<file path="src/rtl/ptos_pkg.sv">
// Shared definitions for the multi-lane parallel-to-serial transmitter.
package ptos_pkg;
  localparam logic [7:0] COM_SYM   = 8'hBC;
  localparam int         MAX_LANES = 8;

  typedef enum logic {
    TRAIN = 1'b0,
    RUN   = 1'b1
  } state_e;
endpackage

</file>
<file path="src/rtl/ptos_lane.sv">
// One serial lane: a shift register that loads a whole symbol and emits
// its first bit on the same edge, then shifts out one bit per edge.
module ptos_lane #(
  parameter int               WIDTH     = 8,
  parameter logic [WIDTH-1:0] IDLE      = 8'hBC,
  parameter bit               MSB_FIRST = 1'b1
) (
  input  logic             clk,
  input  logic             reset,
  input  logic             load,
  input  logic             shift,
  input  logic [WIDTH-1:0] word,
  output logic             out
);

  logic [WIDTH-1:0] sh_q, sh_d;
  logic             out_q, out_d;

  function automatic logic first_bit(input logic [WIDTH-1:0] w);
    if (MSB_FIRST) begin
      return w[WIDTH-1];
    end else begin
      return w[0];
    end
  endfunction

  function automatic logic [WIDTH-1:0] advance(input logic [WIDTH-1:0] w);
    if (MSB_FIRST) begin
      return {w[WIDTH-2:0], 1'b0};
    end else begin
      return {1'b0, w[WIDTH-1:1]};
    end
  endfunction

  always_comb begin
    sh_d  = sh_q;
    out_d = out_q;
    if (load) begin
      out_d = first_bit(word);
      sh_d  = advance(word);
    end else if (shift) begin
      out_d = first_bit(sh_q);
      sh_d  = advance(sh_q);
    end else begin
      sh_d  = sh_q;
      out_d = out_q;
    end
  end

  always_ff @(posedge clk) begin
    if (reset) begin
      sh_q  <= IDLE;
      out_q <= 1'b0;
    end else begin
      sh_q  <= sh_d;
      out_q <= out_d;
    end
  end

  assign out = out_q;

endmodule

</file>
<file path="src/rtl/ptos_nlane.sv">
// Multi-lane parallel-to-serial converter: training FSM, shared bit counter,
// one-word holding buffer with valid/ready handshake, and per-lane shifters.
module ptos_nlane
  import ptos_pkg::*;
#(
  parameter int               WIDTH      = 8,
  parameter int               LANES      = 1,
  parameter logic [WIDTH-1:0] IDLE       = WIDTH'(COM_SYM),
  parameter int               TRAIN_SYMS = 4,
  parameter bit               MSB_FIRST  = 1'b1
) (
  input  logic                   clk,
  input  logic                   reset,
  input  logic [LANES*WIDTH-1:0] in,
  input  logic                   in_valid,
  output logic                   in_ready,
  output logic [LANES-1:0]       out,
  output logic                   out_s,
  output logic                   out_data,
  output logic                   active
);

  localparam int              BW          = $clog2(WIDTH);
  localparam int              LW          = LANES * WIDTH;
  localparam logic [BW-1:0]   BCNT_LAST   = BW'(WIDTH - 1);
  localparam logic [7:0]      TCNT_LAST   = 8'(TRAIN_SYMS - 1);
  localparam logic [7:0]      TCNT_SAT    = 8'(TRAIN_SYMS);
  localparam state_e          RESET_STATE = (TRAIN_SYMS == 0) ? RUN : TRAIN;

  state_e          state_q, state_d;
  logic [BW-1:0]   bcnt_q, bcnt_d;
  logic [7:0]      tcnt_q, tcnt_d;
  logic [LW-1:0]   buf_q, buf_d;
  logic            buf_v_q, buf_v_d;
  logic            out_s_q, out_s_d;
  logic            out_data_q, out_data_d;
  logic            sym_start, sym_last, accept, drain;
  logic [LW-1:0]   load_word;

  always_comb begin
    sym_start  = (bcnt_q == {BW{1'b0}});
    sym_last   = (bcnt_q == BCNT_LAST);
    in_ready   = ~reset & (~buf_v_q | ((state_q == RUN) & sym_start));
    accept     = in_valid & in_ready;
    drain      = (state_q == RUN) & sym_start & buf_v_q;
    load_word  = drain ? buf_q : {LANES{IDLE}};

    if (sym_last) begin
      bcnt_d = {BW{1'b0}};
    end else begin
      bcnt_d = bcnt_q + {{(BW-1){1'b0}}, 1'b1};
    end

    // Training ends on the last bit of the final forced idle symbol.
    state_d = state_q;
    tcnt_d  = tcnt_q;
    case (state_q)
      TRAIN: begin
        if (sym_last) begin
          if (tcnt_q < TCNT_SAT) begin
            tcnt_d = tcnt_q + 8'd1;
          end else begin
            tcnt_d = tcnt_q;
          end
          if (tcnt_q == TCNT_LAST) begin
            state_d = RUN;
          end else begin
            state_d = TRAIN;
          end
        end else begin
          state_d = TRAIN;
        end
      end
      RUN:     state_d = RUN;
      default: state_d = RESET_STATE;
    endcase

    // Drain and refill may coincide; the new word replaces the drained one.
    if (accept) begin
      buf_d   = in;
      buf_v_d = 1'b1;
    end else begin
      buf_d   = buf_q;
      buf_v_d = buf_v_q & ~drain;
    end

    out_s_d = sym_start;
    if (sym_start) begin
      out_data_d = drain;
    end else begin
      out_data_d = out_data_q;
    end
  end

  always_ff @(posedge clk) begin
    if (reset) begin
      state_q    <= RESET_STATE;
      bcnt_q     <= {BW{1'b0}};
      tcnt_q     <= 8'd0;
      buf_q      <= {LW{1'b0}};
      buf_v_q    <= 1'b0;
      out_s_q    <= 1'b0;
      out_data_q <= 1'b0;
    end else begin
      state_q    <= state_d;
      bcnt_q     <= bcnt_d;
      tcnt_q     <= tcnt_d;
      buf_q      <= buf_d;
      buf_v_q    <= buf_v_d;
      out_s_q    <= out_s_d;
      out_data_q <= out_data_d;
    end
  end

  for (genvar i = 0; i < LANES; i++) begin : g_lane
    ptos_lane #(
      .WIDTH     (WIDTH),
      .IDLE      (IDLE),
      .MSB_FIRST (MSB_FIRST)
    ) u_lane (
      .clk   (clk),
      .reset (reset),
      .load  (sym_start),
      .shift (~sym_start),
      .word  (load_word[i*WIDTH +: WIDTH]),
      .out   (out[i])
    );
  end

  assign out_s    = out_s_q;
  assign out_data = out_data_q;
  assign active   = (state_q == RUN);

endmodule

</file>
<file path="config.mk">
export PLATFORM = sky130hd
export DESIGN_NAME = ptos_nlane
export DESIGN_NICKNAME = d
export VERILOG_FILES = /design/src/rtl/ptos_pkg.sv /design/src/rtl/ptos_lane.sv /design/src/rtl/ptos_nlane.sv
export SDC_FILE = /design/constraint.sdc
export NUM_CORES = 1
export LEC_CHECK = 0
export BUFFER_PORTS_ARGS = -buffer_cell sky130_fd_sc_hd__buf_4
export CAP_MARGIN = 0
export CORE_UTILIZATION = 34
export DETAILED_ROUTE_END_ITERATION = 10
export PLACE_DENSITY = 0.62
export RECOVER_POWER = 100
export SETUP_SLACK_MARGIN = 0.2
export SLEW_MARGIN = 20
export SYNTH_ARGS = -nofsm -noshare
export SYNTH_HDL_FRONTEND = slang
export SYNTH_SLANG_ARGS = --single-unit
</file>
<file path="constraint.sdc">
create_clock -name clk -period 4.65 [get_ports clk]
set_input_delay 0.465 -clock clk [delete_from_list [all_inputs] [get_ports clk]]
set_output_delay 0.465 -clock clk [all_outputs]
set_load 0.1 [all_outputs]
</file>
-- Yosys cells after proc, flatten, opt, wreduce, memory -nomap -nowiden
Index checks and enable logic that the tools add are counted.
W data, S select, Z words.
- $add $sub $neg: 2
- $lt $le $gt $ge: 1
- eq/ne operators: 2
- mux-type cells: 7
- bitwise logic cells: 10
- reductions and logical operators: 3
- operator list (cell ; count):
    $mux W8 ; 2
    $add A8 B1 Y8 const B ; 1
    $eq A8 B2 Y1 const B ; 1
    $lt A8 B3 Y1 const B ; 1
    $and A1 B1 Y1 ; 5
    $mux W1 ; 4
    $not A1 Y1 ; 4
    $add A3 B1 Y3 const B ; 1
    $eq A3 B3 Y1 const B ; 1
    $logic_not A3 Y1 ; 1
    $reduce_and A3 Y1 ; 1
    $pmux W1 S2 ; 1
    $reduce_or A2 Y1 ; 1
    $or A1 B1 Y1 ; 1
- register bits after elaboration: 32
- input port bits: 11
- output and inout port bits: 5
- word-level logic and storage cells: 34

-- Logic depth before layout (Yosys ltp)
- word-level depth: 6
- depth in mapped cells: 6
- depth with buffers taken out: 5

-- Cells and area by module
From an unflattened synthesis, not the netlist that was laid out.
- cells, all modules: 139
- area total of the unflattened synthesis: 1328.8 µm²
- by module, submodules not included (module ; times used ; cells an instance ; area an instance (µm²) ; sequential area each (µm²)):
    ptos_nlane ; 1 ; 102 ; 964.7 ; 460.4
    ptos_lane ; 1 ; 37 ; 364.1 ; 160.2

-- Worst setup path before layout
No wires, ideal clock.
- kind: flip-flop to output port
- start point: register state_q, in the netlist active
- end point: output port in_ready
- arrival: 2.769 ns
- slack: 1.416 ns
- stages on the path, launching flop included: 3
- buffers on the path: 0
- cells stage by stage: dfxtp_1 > nand3b_1 > a21oi_1
- longest elaborated chain between the ends: 3
- RTL lines (what ; line ; text):
    from (decl) ; ptos_nlane.sv:30 ; state_e state_q, state_d;
    from (signal assigned) ; ptos_nlane.sv:105 ; state_q <= state_d;
    $and A1 B1 Y1 ; ptos_nlane.sv:43 ; in_ready = ~reset & (~buf_v_q | ((state_q == RUN) & sym_start));
    $or A1 B1 Y1 ; ptos_nlane.sv:43 ;
    $and A1 B1 Y1 ; ptos_nlane.sv:43 ;
    to (decl) ; ptos_nlane.sv:16 ; output logic in_ready,
Every way passes these cells.

-- Worst setup path after layout
- start point: input port reset
- end point: output port in_ready
- longest elaborated chain between the ends: 2
- RTL lines (what ; line ; text):
    from (decl) ; ptos_nlane.sv:13 ; input logic reset,
    $not A1 Y1 ; ptos_nlane.sv:43 ;
    $and A1 B1 Y1 ; ptos_nlane.sv:43 ;
Every way passes these cells.

==> results.ini <==
[timing]
post-route-period-util_pct=57.58
tns_ps=0
maxSlewViolCount=0
rsz0062_at_grt=false
setup_viol=0
fmax_mhz=373.5
slew-limit-headroom_pct=12.94
fin_skew_ps=5.441
worstMarginPinSlew_ps=1306
min_period_ps=2677
final-hold-violation-count=0

[placement]
numPortBuffers=15
gp_congestion=0.6971
dp.final_hpwl_mm=1.392

[cts]
cts_root_buf=clkbuf_4
post_cts_buffers=0
max-clock-path-buffers=2
clkSlewWorstSetupHoldPaths_ps=90
cts_hold_buf=0
cts_resized=0
numCtsBuffers=5
cts_htree_levels=2
clk_latency_ps=330
cts_sinks=31
cts_tree=built

[global_route]
antenna_found_initial=0
grt_first_pass_wirelength_mm=3.284
grt_pass1_vias=764
globalRoute.busiestLayer=met2
grt_overflow=0
use_met3_pct=5.117
grt_use_met1_pct=14.00
grt_max_degree=40
track_usage_pct=13.03
grt.met2_usage_pct=20.72

[worst_setup_path]
end_kind=output port
crit_fanout=39
crit_family=buffers and inverters
crit_chain=clkbuf_1, a21oi_1, clkbuf_1
max_stage_delay_ps=880
crit_top_cell=clkbuf_1
crit_type=primary input to output port
cp.arrival_ps=2210
crit_path_start_kind=primary input
slowest_stage=clkbuf_1
required_ps=4180
path_buf_inv=2

[drt]
wl_mm=1.981
ant_nets=0
drtIter0Drc=14
drc_errors=0
via_per_inst=4.876
routedWlPerCell_um=11.19
vias=863
dr.pass1.iters=4

[yosys]
yosysSeqAreaShare_pct=52.88
syn_area_um2=1174
synth_top_flop_cell=dfxtp_1
synthArstFlopShare_pct=0
synth_top_area_cell=dfxtp_1
yosys.area.top_type_share_pct=52.88
synth.avg_cell_area_um2=10.29
synth_edf_count=0
syn-num-nets=129
synth.area.top_cells=dfxtp_1 (53%), nand2b_1 (11%), mux2i_1 (6.8%), ha_1 (4.3%), nor2b_1 (3.2%)
ys_warn_count=0
syn_inst=114
synth_commonest_cells=dfxtp_1 (31), nand2b_1 (20), mux2i_1 (8)
ys_types=28
ys_ff_latch=31
yosysMostFrequentCell=dfxtp_1

[layout]
final_nets=147
multiInputGateArea_um2=525.5
nFillCells=336
regArea_um2=620.6
antenna_cells=0
drive_above_1_share_pct=12.03
finish.utilization_pct=43.02
syn2layout_area_growth_pct=15.56

[run_status]
status=complete, no violations

[power]
p_leak_uw=0.0005400
clock_power_share_pct=29.6
vdd_ir_drop_max_mv=0.1571
seq_power_share_pct=58.3
switching_share_pct=26.41
p_sw_uw=128.4
p_comb_share_pct=12.1
p_int_uw=357.8
powerDensity_nw_per_um2=358.5

[flow_run]
drv_cap=0

[die]
rows=20
dieArea_um2=3691
die_x_um=60.75
start_util_pct=37.22
coreArea_um2=3153
die_h_um=60.75
pin_count=16

[worst_hold_path]
holdCritPathClass=primary input to flip-flop

-- worst min-delay path: cells and delay by family --
family	cells	cell delay, ps
AO/OA/AOI/OAI	1	30
buffers and inverters	1	90
AND/OR/NAND/NOR	1	60
-- final timing paths --
| kind | start | to | slack, ps | depth (start not counted) |
|---|---|---|---|---|
| min reg2reg | out_data | out_data | 460 | 2 |
| max | reset | in_ready | 1970 | 3 |
| min | in_valid | buf_v_q | 350 | 3 |
| max reg2reg | bcnt_q[0] | tcnt_q[0] | 2850 | 5 |
-- power by group through the flow --
stage / clock network [uW] / registers, uW / logic [uW]
4_1_cts: 151 / 284 / 62.5
3_3_place_gp: 0 / 290 / 60.5
2_1_floorplan: 0 / 301 / 32.8
3_5_place_dp: 0 / 290 / 62.4
5_1_grt: 160 / 285 / 64.8
6_report: 144 / 283 / 59.1
-- sequential cells by signal, summed over array words and instances (netlist names) --
name / flops
out_s: 1
active: 1
tcnt_q: 8
buf_v_q: 1
buf_q: 8
g_lane.u_lane.sh_q: 7
out_data: 1
bcnt_q: 3
g_lane.u_lane.out: 1
-- metal layers --
layer | routed length (um) | up-vias | part of all wire (%)
li1 | - | 438 | -
met1 | 878 | 401 | 44
met2 | 942 | 16 | 48
met3 | 96 | 8 | 4.8
met4 | 62 | 0 | 3.1
met5 | 0 | - | 0
-- stage by stage --
step / cell area (um2) / instances / total power (uW) / hold slack, ps / worst slack [ps]
floorplan: 1174 / 114 / 333.7 / 432.3 / 1416
global placement: 1329 / 169 / 350.1 / 439.8 / 2938
detailed placement: 1329 / 169 / 352.1 / 442.0 / 2876
CTS: 1379 / 177 / 497.3 / 339.3 / 2604
global route: 1356 / 177 / 509.1 / 386.3 / 1812
finish: 1356 / 177 / 486.2 / 350.1 / 1973
-- placed cells by master (no fill, tap or decap) --
cell type and count:
a31oi_1 2, a21boi_0 1, nand3_1 1, a221o_1 2, o22ai_1 5, ha_1 4
inv_1 2, nor4b_1 1, nor3b_1 2, and3_1 1, or4b_1 1, nand2b_1 20
nor4_1 1, nand4b_1 1, nor2_1 6, clkinv_2 1, dfxtp_1 31, buf_4 10
and4_1 1, nand2_1 1, clkbuf_4 5, nor2b_1 6, mux2i_1 8, nor3_1 2
nand3b_1 1, o21ai_0 2, or3_1 1, clkbuf_1 8, a21oi_1 5, or4_1 1
-- cell type report --
class,count,area share [%]
Timing Repair Buffer,16,7.196
Tap cell,44,4.059
Sequential cell,31,45.76
Inverter,2,0.5535
Clock buffer,7,3.321
Clock inverter,1,0.3690
Multi-Input combinational cell,76,38.75
-- cells by family after synthesis --
logic type | Yosys count | synth area share, %
muxes | 8 | 6.823
buffers and inverters | 7 | 2.345
DFF | 31 | 52.88
and+or+nand+nor | 47 | 24.63
AOI/OAI and AO/OA | 17 | 9.062
adders and majority gates | 4 | 4.265
Note: power is estimated with default switching activity, not from simulation.
